`src/rtl/mux_nto1_rr.sv`:
```
// N-to-1 registered mux with valid/ready on every channel and on the output.
// Channel choice is either an explicit sel (fixed mode) or a fair round-robin scan.
module mux_nto1_rr #(
    parameter int N_CH  = 4,
    parameter int WIDTH = 8,
    localparam int SEL_W = $clog2(N_CH)
) (
    input  logic                  clk,
    input  logic                  rst_n,
    input  logic [N_CH*WIDTH-1:0] in_data,
    input  logic [N_CH-1:0]       in_valid,
    output logic [N_CH-1:0]       in_ready,
    input  logic                  mode,
    input  logic [SEL_W-1:0]      sel,
    output logic [WIDTH-1:0]      out_data,
    output logic [SEL_W-1:0]      out_ch,
    output logic                  out_valid,
    input  logic                  out_ready
);

    logic [SEL_W-1:0] ptr;
    logic [SEL_W-1:0] gnt;
    logic             gnt_vld;
    logic [WIDTH-1:0] gnt_data;
    logic             load_en;

    assign load_en = !out_valid || out_ready;

    // Round-robin scans ptr..N_CH-1 first, then wraps to 0..ptr-1.
    always_comb begin
        gnt     = '0;
        gnt_vld = 1'b0;
        if (!mode) begin
            for (int k = 0; k < N_CH; k++) begin
                if (sel == SEL_W'(k) && in_valid[k]) begin
                    gnt     = SEL_W'(k);
                    gnt_vld = 1'b1;
                end
            end
        end else begin
            for (int k = 0; k < N_CH; k++) begin
                if (!gnt_vld && SEL_W'(k) >= ptr && in_valid[k]) begin
                    gnt     = SEL_W'(k);
                    gnt_vld = 1'b1;
                end
            end
            for (int k = 0; k < N_CH; k++) begin
                if (!gnt_vld && SEL_W'(k) < ptr && in_valid[k]) begin
                    gnt     = SEL_W'(k);
                    gnt_vld = 1'b1;
                end
            end
        end
    end

    always_comb begin
        gnt_data = '0;
        for (int k = 0; k < N_CH; k++) begin
            if (gnt == SEL_W'(k)) gnt_data = in_data[k*WIDTH +: WIDTH];
        end
    end

    for (genvar k = 0; k < N_CH; k++) begin : g_rdy
        assign in_ready[k] = rst_n && load_en && gnt_vld && (gnt == SEL_W'(k));
    end

    always_ff @(posedge clk) begin
        if (!rst_n) begin
            out_data  <= '0;
            out_ch    <= '0;
            out_valid <= 1'b0;
            ptr       <= '0;
        end else if (load_en) begin
            if (gnt_vld) begin
                out_data  <= gnt_data;
                out_ch    <= gnt;
                out_valid <= 1'b1;
                // Explicit wrap keeps ptr in range for non-power-of-two N_CH.
                if (mode) ptr <= (gnt == SEL_W'(N_CH - 1)) ? '0 : gnt + SEL_W'(1);
            end else begin
                out_valid <= 1'b0;
            end
        end
    end

endmodule

```
`config.mk`:
```
export PLATFORM = sky130hd
export DESIGN_NAME = mux_nto1_rr
export DESIGN_NICKNAME = d
export VERILOG_FILES = /design/src/rtl/mux_nto1_rr.sv
export SDC_FILE = /design/constraint.sdc
export NUM_CORES = 1
export LEC_CHECK = 0
export BUFFER_PORTS_ARGS = -buffer_cell sky130_fd_sc_hd__buf_2
export CORE_AREA = 5 5 58 60
export CTS_BUF_LIST = sky130_fd_sc_hd__clkbuf_16
export DETAILED_ROUTE_END_ITERATION = 10
export DIE_AREA = 0 0 63 65
export GPL_TIMING_DRIVEN = 0
export PLACE_DENSITY = 0.72
export SYNTH_ARGS = -nofsm -noshare
export SYNTH_HDL_FRONTEND = slang
export SYNTH_SLANG_ARGS = --single-unit
```
`constraint.sdc`:
```
create_clock -name clk -period 2.56 [get_ports clk]
set_clock_uncertainty 0.15 [all_clocks]
set_input_delay 0.128 -clock clk [delete_from_list [all_inputs] [get_ports clk]]
set_output_delay 0.128 -clock clk [all_outputs]
set_load 0.02 [all_outputs]
```
==> results.md, run 1 <==
Synth:
- Yosys attributes the largest share of cell area to dfxtp_1 (25%), o221a_1 (7.7%), nor2b_1 (7.3%), a221oi_1 (6.0%), ha_1 (4.9%).
- The number of flops mapped to enable cells by yosys is 0.
- The cell area after synthesis is 1020 µm².
- The number of nets in the synthesized netlist is between 150 and 200.
- The number of instances in the synthesized netlist is 123.
- dfxtp_1 takes more of the synthesized area than any other cell.
- A synthesized cell averages 8.31 µm².
- The Yosys step of the flow raised 0 warnings.
- The most common flop cell mapped by yosys is dfxtp_1.
- For this run, the register share of the synthesized area comes to 25.5%.
- The async set-or-reset flop fraction in the synthesized netlist is 0%.
- After synthesis the netlist holds a flip-flop and latch count of 13.
- The number of distinct library cells after synthesis is 37.
- The top-area cell type share of the netlist area is around a quarter.

Clock network:
- CTS placed an instance of clkbuf_16 at the clock tree root.
- The maximum clock insertion buffer count is 2.
- The clock sink total is 13.
- Clock latency on the worst-skew pair, taken at its later pin, is 0.24 ns.
- The clock transition time at the flip-flop clock pins of the worst setup and hold paths is 0.04 ns.
- The total setup buffers inserted after CTS is 0.
- TritonCTS built the clock tree.
- The number of buffers inserted during clock tree synthesis is 3.
- The H-tree depth is 1.

Detailed routing:
- After detailed routing, the total wire length is 3.01 mm.
- Using the TritonRoute via totals, the vias-per-cell ratio works out to around 5.3.
- The final route contains 1,137 vias.
- Once detail routing completed, the nets flagged for antenna violations numbered 0.
- The number of detailed-route iterations in the first pass is 4.
- In the routed design, unresolved DRC markers number 0.
- In the final routed layout, each cell accounts on average for approximately 14 µm.
- The number of DRC violations after detailed-routing iteration 0 is 26.

Worst setup path:
- The endpoint type of the worst setup path is an output pin.
- Measured in cells, the most critical reg-to-reg path has a length of 9.
- At the worst endpoint, the required time is 2.28 ns.
- The biggest cell delay along the critical path is 0.39 ns.
- The category of cells accounting for the largest share of critical-path delay is compound AO/OA/AOI/OAI gates.
- The total stage count of the critical path is 8.
- Across all register-to-register paths, the minimum setup slack is roughly 0.17 ns.
- The worst register-to-register path begins at ptr[1]$_SDFFE_PN0P_.
- The cell with the largest stage delay on the worst path is dfxtp_2.
- STA classifies the critical path startpoint as a register.
- The critical path contains buffers and inverters numbering 3 combined.
- In this run the worst path has a maximum fanout of 10.
- The critical path is of the register to output pin type.
- The signal arrival time at the worst endpoint is 2.16 ns.
- The worst register-to-register path ends at out_data[0]$_SDFFE_PN0P_.
- The most critical setup path has its endpoint at in_ready[2].
- The signal on the critical path passes through nor2b_1 > o32ai_1 > a31oi_2 > inv_2 > ha_2 > clkbuf_4 > and3_1 > buf_2.
- The critical path starts at ptr[1]$_SDFFE_PN0P_.

STA:
- The post-route setup TNS is 0 ns.
- The final-report max-slew violation count is 0.
- The routed design could run at a clock period as short as 2.43 ns.
- Setup violations remaining at the end of the flow were counted as 0.
- Setup repair after global routing could not meet its margin everywhere.
- The transition time at the pin with the least slew margin is 0.435 ns.
- The final worst-path cycle share is 95.1%.
- The worst slew margin relative to its limit is 71.0%.
- The final count of hold timing violations is 0.
- Based on the critical path, the design can be clocked at up to 411 MHz.

Final layout:
- The final net count is 229.
- The layout overhead on the synthesized area is 42.8%.
- The multi-input logic area is 722 µm².
- In the final layout, flip-flops and latches occupy 262 µm².
- The fraction of layout cells with a size suffix above 1 is 43.4%.
- The final core utilization is 50.7%.
- The count of antenna diodes in the layout is 0.
- The number of filler instances in the final layout is 288.

Global route:
- The first global-routing pass estimated between 4 and 5 mm of wire.
- Entering global routing, the biggest net connects 11 pins.
- For this run the aggregate overflow at the end of global routing stands at 0.
- The number of antenna violations at the first check in global routing is 0.
- The number of global-route vias before repair is 1,021.
- Across every metal layer, demand over resource in global routing totals 14.5%.

Die:
- The floorplan has 20 rows.
- From bottom edge to top edge, the die measures 65 µm.
- For this configuration, the core starts out at a cell density of 35.5%.
- The chip width is 63 µm.
- In this run the standard cell core region covers 2880 µm².
- The number of placed I/O pins is 57.
- The die covers 4100 µm².

Hold path:
- The path class of the lowest-slack min-delay path is input port to register.

Power:
- The overall power consumption is about 840 µW.
- Across the VDD grid, the largest voltage drop is 0.495 mV.
- The total leakage power is 0.000705 µW.
- Power spread over the standard cell area amounts to 574 nW/µm².

Placed design:
- The final weighted congestion in routability-driven placement is 0.808.
- The estimated wirelength of the detail-placed design is 2.41 mm.
- The count of buffers added on input and output ports is 56.

Outcome:
- The flow ran to the end, and the final reports show no timing, DRC or antenna violations.

Job:
- The number of violations of the max-capacitance limit is 0.
worst min-delay path by stage:
stage | from | end | slack (ns) | cells after the start
global route | rst_n | out_ch[0]$_SDFFE_PN0P_ | 0.06 | 3
detailed placement | out_ready | out_valid$_SDFFE_PN0N_ | 0.29 | 3
global placement | out_ready | out_valid$_SDFFE_PN0N_ | 0.29 | 3
CTS | out_ready | out_valid$_SDFFE_PN0N_ | 0.04 | 3
finish | out_ready | out_valid$_SDFFE_PN0N_ | 0.04 | 3
floorplan | rst_n | out_ch[0]$_SDFFE_PN0P_ | 0.14 | 2
placed cells by master, fill, tap and decap left out, drive strengths merged:
cell | Yosys | final
a211o | 1 | 1
a211oi | 2 | 2
a21boi | 1 | 1
a21oi | 6 | 6
a221oi | 7 | 7
a22oi | 2 | 2
a31oi | 1 | 1
a41oi | 1 | 1
and2 | 2 | 2
and3 | 4 | 4
and3b | 2 | 2
buf | 3 | 59
clkbuf | 6 | 8
dfxtp | 13 | 13
ha | 4 | 4
inv | 5 | 6
mux2 | 1 | 1
mux2i | 4 | 4
nand2 | 10 | 10
nand2b | 1 | 1
nand3 | 8 | 8
nand3b | 1 | 1
nand4b | 1 | 1
nor2 | 4 | 4
nor2b | 12 | 12
nor3 | 8 | 8
nor3b | 1 | 1
nor4 | 1 | 1
o2111ai | 1 | 1
o21ai | 1 | 1
o221a | 7 | 7
o22ai | 1 | 1
o32ai | 1 | 1
report_power, final:
part | switching, µW | internal, µW | total [µW]
registers | 16.9 | 230 | 247
clock network | 88.3 | 206 | 294
logic | 161 | 137 | 298
stage by stage:
step	worst slack [ns]	instance area, µm²	instances	hold slack, ns
after floorplan	0.160	1020	123	0.140
after global placement	-0.133	1340	212	0.290
after detailed placement	-0.170	1340	212	0.290
after CTS	0.00823	1440	215	0.0387
after global routing	-0.0109	1460	215	0.0582
final	0.126	1460	215	0.0389
layer usage:
metal	global-route usage, %	part of all wire (%)	up-vias
met5	0	0	-
met3	4.51	5.0	5
li1	-	-	584
met4	3.98	1.1	0
met2	25.3	56	25
met1	17.0	38	523
cell families (layout without fill, tap and decap cells):
kind of cell,after synthesis,in the layout,synth area share [%]
buffers and inverters,14,73,6.73
muxes,5,5,5.02
DFF,13,13,25.5
AOI/OAI and AO/OA,32,32,26.9
adders and majority gates,4,4,4.90
and+or+nand+nor,55,55,31.0
synth_stat cells (4+ instances only):
| master | count |
|---|---|
| nor2b_1 | 12 |
| mux2i_1 | 4 |
| a221oi_1 | 7 |
| nand3_1 | 8 |
| and3_1 | 4 |
| o221a_1 | 7 |
| nor3_1 | 8 |
| clkbuf_1 | 6 |
| nor2_1 | 4 |
| nand2_1 | 10 |
| a21oi_1 | 6 |
| dfxtp_1 | 13 |
| ha_1 | 4 |
| inv_1 | 4 |
repair_timing:
action	4_1_cts	5_1_grt
pin swaps	0	1
hold buffers	0	0
resized for setup	7	9
endpoints found under the setup margin	11	11
sequential cells by signal, indices dropped and copies added (netlist names):
signal and flops:
out_data 8, out_ch 2, ptr 2, out_valid 1
final cells by class:
| class | count | area share [%] |
|---|---|---|
| Sequential cell | 13 | 17.9 |
| Clock buffer | 3 | 5.14 |
| Tap cell | 33 | 2.83 |
| Multi-Input combinational cell | 96 | 49.4 |
| Timing Repair Buffer | 56 | 19.2 |
| Clock inverter | 1 | 0.257 |
| Inverter | 5 | 1.29 |
| Buffer | 8 | 3.94 |
worst reg2reg max path: cells and delay by family (launching register included):
kind / cells / cell delay (ns)
flip-flops: 1 / 0.39
multiplexers: 1 / 0.20
AO/OA/AOI/OAI: 5 / 0.88
buffers and inverters: 1 / 0.20
adder cells (fa/ha/maj): 1 / 0.28
AND/OR/NAND/NOR: 1 / 0.19
Note: power is estimated with default switching activity, not from simulation.
==> inputs of run 2 (changes only) <==
Settings changed: RECOVER_POWER set to 100.
==> run 2 against run 1 <==
Compared with the run above: cell count unchanged; global-route usage unchanged; highest routed layer unchanged; non-clock buffer count is the same; core utilization is 0.52 points lower; critical path depth unchanged; setup slack got worse by 0.0017 ns; total power fell by 0.73%; largest cell class unchanged; hold slack barely moved; register-to-register slack barely moved.
==> results.md, run 2 (synthesized netlist as in run 1, its figures left out) <==
Detailed routing:
- In this run the remaining antenna-violating nets after routing total 0.
- Detailed routing inserted a total of 1,132 vias.
- For this run, the detailed router's first-pass iteration total came to 4.
- For this run, design rule violations remaining after detail routing come to 0.
- The per-cell via count in the routed design is 5.27.
- The total wirelength of the detailed-routed design is approximately 3 mm.
- In this run, the number of DRC markers left after iteration 0 of detailed routing was 26.
- The mean routed wirelength per cell is 13.9 µm.

Worst setup path:
- In this run the worst setup path terminates at in_ready[2].
- The classification of the worst setup path is register to output pin.
- The worst-path maximum fanout is 10.
- At the worst endpoint, the arrival time is 2.16 ns.
- The worst flop-to-flop path startpoint is ptr[1]$_SDFFE_PN0P_.
- The capture instance of the worst register-to-register path is out_data[0]$_SDFFE_PN0P_.
- The worst setup path startpoint is ptr[1]$_SDFFE_PN0P_.
- Broken down by cell family, the worst path's largest delay share belongs to compound AO/OA/AOI/OAI gates.
- The total buffers and inverters traversed by the critical path is 3.
- The depth of the worst register-to-register path is 9.
- The worst setup path is launched from a register.
- The total stage count of the critical path is 8.
- Data on the critical path is required at its endpoint by around 2.3 ns.
- The largest single stage delay on the critical path is slightly below 0.4 ns.
- Traced cell by cell, the critical path runs through nor2b_1 > o32ai_1 > a31oi_2 > inv_2 > ha_2 > clkbuf_4 > and3_1 > buf_2.
- The worst reg-to-reg setup slack is 0.17 ns.
- The endpoint type of the worst setup path is an output pin.
- The cell with the largest stage delay on the worst path is dfxtp_2.

STA:
- The final count of hold timing violations is 0.
- The final worst-path cycle share is 95.1%.
- Setup slack on the critical path of the routed design comes to 0.124 ns.
- The post-route setup TNS is 0 ns.
- The worst slew margin relative to its limit is 70.7%.
- The final-report max-slew violation count is 0.
- The worst hold-check slack is about 0.039 ns.
- For this run, the top clock speed supported by timing is ~410 MHz.
- The time the final worst path needs with I/O delays and setup is 2.44 ns.
- The transition time at the pin with the least slew margin is approximately 0.44 ns.
- The count of endpoints failing setup in the final report is 0.
- Setup repair after global routing could not meet its margin everywhere.

Die:
- The die area is 4100 µm².
- The overall die height is between 60 and 70 µm.
- 57 I/O pins were placed.
- After floorplanning, the core was sized to cover between 2000 and 3000 µm².
- The floorplan step set the die width to between 60 and 70 µm.
- The effective utilization at floorplan is a little over a third.
- The cell row count is 20.

Global route:
- The number of global-route vias before repair is 1,021.
- The number of antenna violations at the first check in global routing was 0.
- The final global-route overflow total is 0.
- The first global-routing pass estimated 4.72 mm of wire.
- The pin count of the biggest net entering global routing is 11.
- In the global route stage, overall resource usage came out at 14.5%.

Power:
- The power per cell area is 576 nW/µm².
- The largest voltage drop on the vdd net is between 0.4 and 0.5 mV.
- In this run the static leakage power is 0.000662 µW.

Clock network:
- In this run the number of H-tree levels came out at 1.
- The longest clock path from root to sink contains 2 buffers.
- The clock latency of the later-clocked register in the worst-skew pair is 0.24 ns.
- The number of hold buffers added after CTS was 0.
- Clock tree synthesis found a total of 13 sinks.
- The TritonCTS clock tree is done.
- After clock tree synthesis, the clock-pin slew on the worst setup and hold paths is 0.04 ns.
- In this run the post-CTS setup repair buffer count came out at 0.
- The tree is rooted in a clkbuf_16.
- The number of buffers inserted during clock tree synthesis is 3.

Final layout:
- The layout overhead on the synthesized area is 41.4%.
- The count of antenna diodes in the layout is 0.
- The leading cell type in the layout, fill and taps excluded is buf_2.
- The number of flip-flops in the largest register is 8.
- The most flop-heavy register is out_data.
- The largest registers in the layout are out_data (8), out_ch (2), ptr (2).
- Leaving out fill and tap cells, the most frequent cells in the layout are buf_2 (45), clkbuf_1 (14), dfxtp_1 (12).
- Of the cells placed in the final design, the portion with a size suffix greater than 1 is 36.8%.
- The post-route standard cell area excluding fillers is 1450 µm².
- After the flow finishes, the layout carries non-filler instances totaling 215.
- After the last flow step, the layout net total stands at 229.

Placed design:
- The number of placed cells counting well taps is between 200 and 250.
- Detailed placement ended at an HPWL of 2.41 mm.
- The total cell area at the placement stage is around 1300 µm².
- Timing analysis after detailed placement gives a worst setup slack of -0.170 ns.
- Input and output buffers added on the ports amount to 56.
- At the end of routability-driven placement, the weighted congestion stood at 0.808.

Hold path:
- The path class of the lowest-slack min-delay path is input port to register.

Outcome:
- The run finished with clean final reports.

Job:
- Max-cap violations in this run came to 0.
[run 2: cell types whose count changed in the layout (fill, tap and decap cells not counted)]
| cell | delta |
|---|---|
| buf_2 | -12 |
| clkbuf_1 | +12 |
[run 2: final cells by class]
cell class / count / area, µm²
clock inverters: 1 / 3.75
flip-flops and latches: 13 / 262
inverters: 5 / 18.8
fillers: 291 / 1430
multi-input cells: 96 / 722
well taps: 33 / 41.3
plain buffers: 8 / 56.3
clock buffers: 3 / 75.1
repair buffers: 56 / 267
[run 2: power breakdown]
part	switching, µW	leakage [µW]	internal, µW
Sequential	17.5	0.000108	230
Clock	88.4	0.0000423	206
Combinational	160	0.000512	130
[run 2: repair_timing]
item	4_1_cts	5_1_grt
cloned	0	0
endpoints found under the setup margin	11	11
resized for setup	7	9
hold endpoints to repair	0	0
pin swaps	0	1
[run 2: worst min path at each step]
stage | from | endpoint | slack (ns) | cells after the start
floorplan | rst_n | out_ch[0]$_SDFFE_PN0P_ | 0.14 | 2
global placement | out_ready | out_valid$_SDFFE_PN0N_ | 0.29 | 3
global route | rst_n | out_ch[0]$_SDFFE_PN0P_ | 0.06 | 3
detailed placement | out_ready | out_valid$_SDFFE_PN0N_ | 0.29 | 3
finish | out_ready | out_valid$_SDFFE_PN0N_ | 0.04 | 3
CTS | out_ready | out_valid$_SDFFE_PN0N_ | 0.04 | 3
[run 2: tightest hold or removal path, cell delays in order]
cell and delay (ns):
buf_2 0.07, nand2b_1 0.12, a21oi_1 0.07
[run 2: per-stage QoR]
stage	util, %	power, µW
2_1_floorplan	-	436
6_report	50.2	833
3_5_place_dp	46.7	537
3_3_place_gp	46.7	533
5_1_grt	50.2	885
4_1_cts	49.9	840
[run 2: layer usage]
metal | track usage (%) | wire [µm]
met5 | 0 | 0
met4 | 3.98 | 30
met3 | 4.51 | 151
met2 | 25.3 | 1690
met1 | 17.0 | 1130
==> inputs of run 3 (changes only) <==
--- a/constraint.sdc
+++ b/constraint.sdc
@@ -3,3 +3,3 @@
 set_input_delay 0.128 -clock clk [delete_from_list [all_inputs] [get_ports clk]]
 set_output_delay 0.128 -clock clk [all_outputs]
-set_load 0.02 [all_outputs]
+set_load 0.005 [all_outputs]
==> run 3 against run 2 <==
Compared with the run above: total power is 3.4% lower; clock power hardly changed; via count grew 2.9%; critical path depth unchanged; sequential cell count stayed put; critical endpoint is now in_ready[3].
==> results.md, run 3 (synthesized netlist as in run 1, its figures left out) <==
Outcome:
- The flow ran to the end, and the final reports show no timing, DRC or antenna violations.

Detailed routing:
- The final route contains 1,165 vias.
- Dividing the detail-routed wire length by the instance count gives 14.0 µm.
- The number of detailed-route iterations in the first pass is 4.
- Once detail routing completed, the nets flagged for antenna violations numbered 0.
- After detailed routing, the number of vias per cell comes to 5.39.
- The final routed DRC violation total is 0.
- The routed design has between 3 and 4 mm of wire.
- The number of DRC violations after detailed-routing iteration 0 is 30.

STA:
- The worst slew margin relative to its limit is 70.9%.
- Setup repair after global routing left no endpoint under its margin.
- The count of endpoints failing setup in the final report is 0.
- The final count of hold timing violations is 0.
- The worst hold-check slack is 0.0382 ns.
- For the pin with the worst max-slew slack, the measured transition is ~0.44 ns.
- The clock period could shrink to 2.44 ns.
- The final-report max-slew violation count was 0.
- Setup total negative slack on the finished layout was measured at 0 ns.
- The final worst-path cycle share is 95.3%.
- Static timing analysis puts the maximum clock frequency at a little over 400 MHz.

Placed design:
- Once placement finished, the instance area stood at 1340 µm².
- The estimated wirelength of the detail-placed design is between 2 and 2.5 mm.
- The number of port buffers is 56.
- The congestion estimate from routability-driven global placement came to slightly above 0.8.

Clock network:
- In this run, CTS created clock tree buffers numbering 3.
- The cell chosen for the clock root is clkbuf_16.
- Counting every sink on the clock net gives 13.
- TritonCTS built the clock tree.
- Clock latency on the worst-skew pair, taken at its later pin, is 0.24 ns.
- The H-tree depth is 1.
- The clock transition time at the flip-flop clock pins of the worst setup and hold paths is 0.04 ns.
- The number of hold buffers added after CTS was 0.
- The maximum clock insertion buffer count is 2.

Global route:
- Entering global routing, the biggest net connects 11 pins.
- After global routing the overflow that remains totals 0.
- The global-route wire length before repair is approximately 4.7 mm.
- The total routing usage reported by global routing is 14.4%.
- The number of antenna violations at the first check in global routing came to 0.
- The number of global-route vias before repair is 1,031.

Power:
- The total leakage power is 0.000674 µW.
- In this run the power density over the cells is roughly 560 nW/µm².
- The largest voltage drop on the vdd net is 0.485 mV.

Worst setup path:
- The worst register-to-register path begins at ptr[1]$_SDFFE_PN0P_.
- The worst register-to-register path ends at out_data[7]$_SDFFE_PN0P_.
- On the critical path the largest part of the delay comes from compound AO/OA/AOI/OAI gates.
- The worst-path maximum fanout is 10.
- STA classifies the critical path startpoint as a register.
- The depth of the worst register-to-register path is 9.
- The signal arrival time at the worst endpoint is between 2 and 2.5 ns.
- Among all stages on the critical path, the largest delay is contributed by dfxtp_2.
- The biggest cell delay along the critical path is 0.39 ns.
- In this run the register-to-register setup slack is around 0.19 ns.
- STA puts the critical path data required time at ~2.3 ns.
- The endpoint type of the worst setup path is an output pin.
- Walking the worst path, the cells encountered are nor2b_1 > o32ai_1 > a31oi_2 > buf_4 > ha_2 > clkbuf_2 > and3_1 > buf_2.
- Counting both buffers and inverters, the worst setup path holds a total of 3.
- The setup path with the least slack is of type register to output pin.

Die:
- In this run the vertical extent of the chip is 65 µm.
- The die covers 4100 µm².
- After floorplanning, the core was divided into 20 placement rows.
- From left edge to right edge, the die measures 63 µm.
- The placeable core area is 2880 µm².
- Once the floorplan was initialized, standard cells occupied a little over a third of the core.
- The number of placed I/O pins is 57.

Final layout:
- The leading cell type in the layout, fill and taps excluded is buf_2.
- out_data holds more flip-flops than any other register.
- The top cell types in the final layout, fill and taps aside, are buf_2 (47), clkbuf_1 (12), dfxtp_1 (12).
- Of the cells placed in the final design, the portion with a size suffix greater than 1 is 37.2%.
- The repair_antennas step left the layout with diodes totalling 0.
- The final net count is 230.
- The number of flip-flops in the largest register is 8.
- The post-route standard cell area excluding fillers is around 1400 µm².
- From synthesis to final layout, the design area changed by 41.6%.
- The largest registers in the layout are out_data (8), out_ch (2), ptr (2).

Hold path:
- The path class of the lowest-slack min-delay path is input port to register.
- The end point of the worst hold path is out_valid$_SDFFE_PN0N_.
- The worst hold path begins at out_ready.
- Along the worst hold path, the cell count comes to 3.

Job:
- Across the run, the number of max-cap violations was 0.
-- run 3: cell types whose count changed in the layout (fill, tap and decap cells not counted) --
cell and delta:
a21boi_1 -1, a211oi_1 +1, inv_2 -1, clkbuf_1 -2
a211oi_2 -1, inv_1 +1, buf_2 +2, clkbuf_2 +1
clkbuf_4 -1, buf_4 +1, a21boi_0 +1
-- run 3: worst min-delay path, cell delays in order --
cell      delay (ns)
buf_2           0.07
nand2b_1        0.12
a21oi_1         0.07
-- run 3: cell type report --
cell class / count / area [µm²]
clock buffer: 3 / 75.1
sequential: 13 / 262
inverter: 5 / 18.8
multi-input combinational: 96 / 717
tap: 33 / 41.3
fill: 291 / 1430
clock inverter: 1 / 3.75
timing repair buffer: 57 / 277
buffer: 8 / 53.8
-- run 3: how the worst max path moves through the flow --
stage                              startpoint                        to  slack, ns  cells after the start
after floorplan           ptr[1]$_SDFFE_PN0P_  out_data[0]$_SDFFE_PN0P_       0.16                      9
after global placement    ptr[1]$_SDFFE_PN0P_  out_data[0]$_SDFFE_PN0P_      -0.13                      9
after detailed placement  ptr[1]$_SDFFE_PN0P_  out_data[0]$_SDFFE_PN0P_      -0.17                      9
after CTS                 ptr[1]$_SDFFE_PN0P_  out_data[3]$_SDFFE_PN0P_       0.01                      9
after global routing      ptr[0]$_SDFFE_PN0P_               in_ready[3]       0.02                      8
final                     ptr[1]$_SDFFE_PN0P_               in_ready[3]       0.12                      8
-- run 3: metal layers --
metal  vias up  share of wire [%]  track usage (%)
met5         -                  0                0
met4         0               0.99             3.98
met3         5                4.8             4.51
met2        27                 56             25.5
met1       547                 38             16.6
li1        586                  -                -
-- run 3: metrics by stage --
stage | setup slack (ns) | instances | util, % | total power (µW)
6_report | 0.120 | 216 | 50.3 | 805
3_3_place_gp | -0.133 | 212 | 46.7 | 503
2_1_floorplan | 0.160 | 123 | - | 406
4_1_cts | 0.0135 | 215 | 49.8 | 809
3_5_place_dp | -0.170 | 212 | 46.7 | 507
5_1_grt | 0.0165 | 216 | 50.3 | 854
-- run 3: report_power, final --
| group | internal [µW] | switching [µW] | total, µW | leakage (µW) |
|---|---|---|---|---|
| clock | 206 | 88.8 | 295 | 0.0000423 |
| sequential | 230 | 17.3 | 247 | 0.000108 |
| combinational | 132 | 131 | 262 | 0.000523 |
-- run 3: timing repair --
item	in CTS	in global routing
pin swaps	0	1
setup buffers	0	1
resized for setup	6	11
endpoints found under the setup margin	11	10
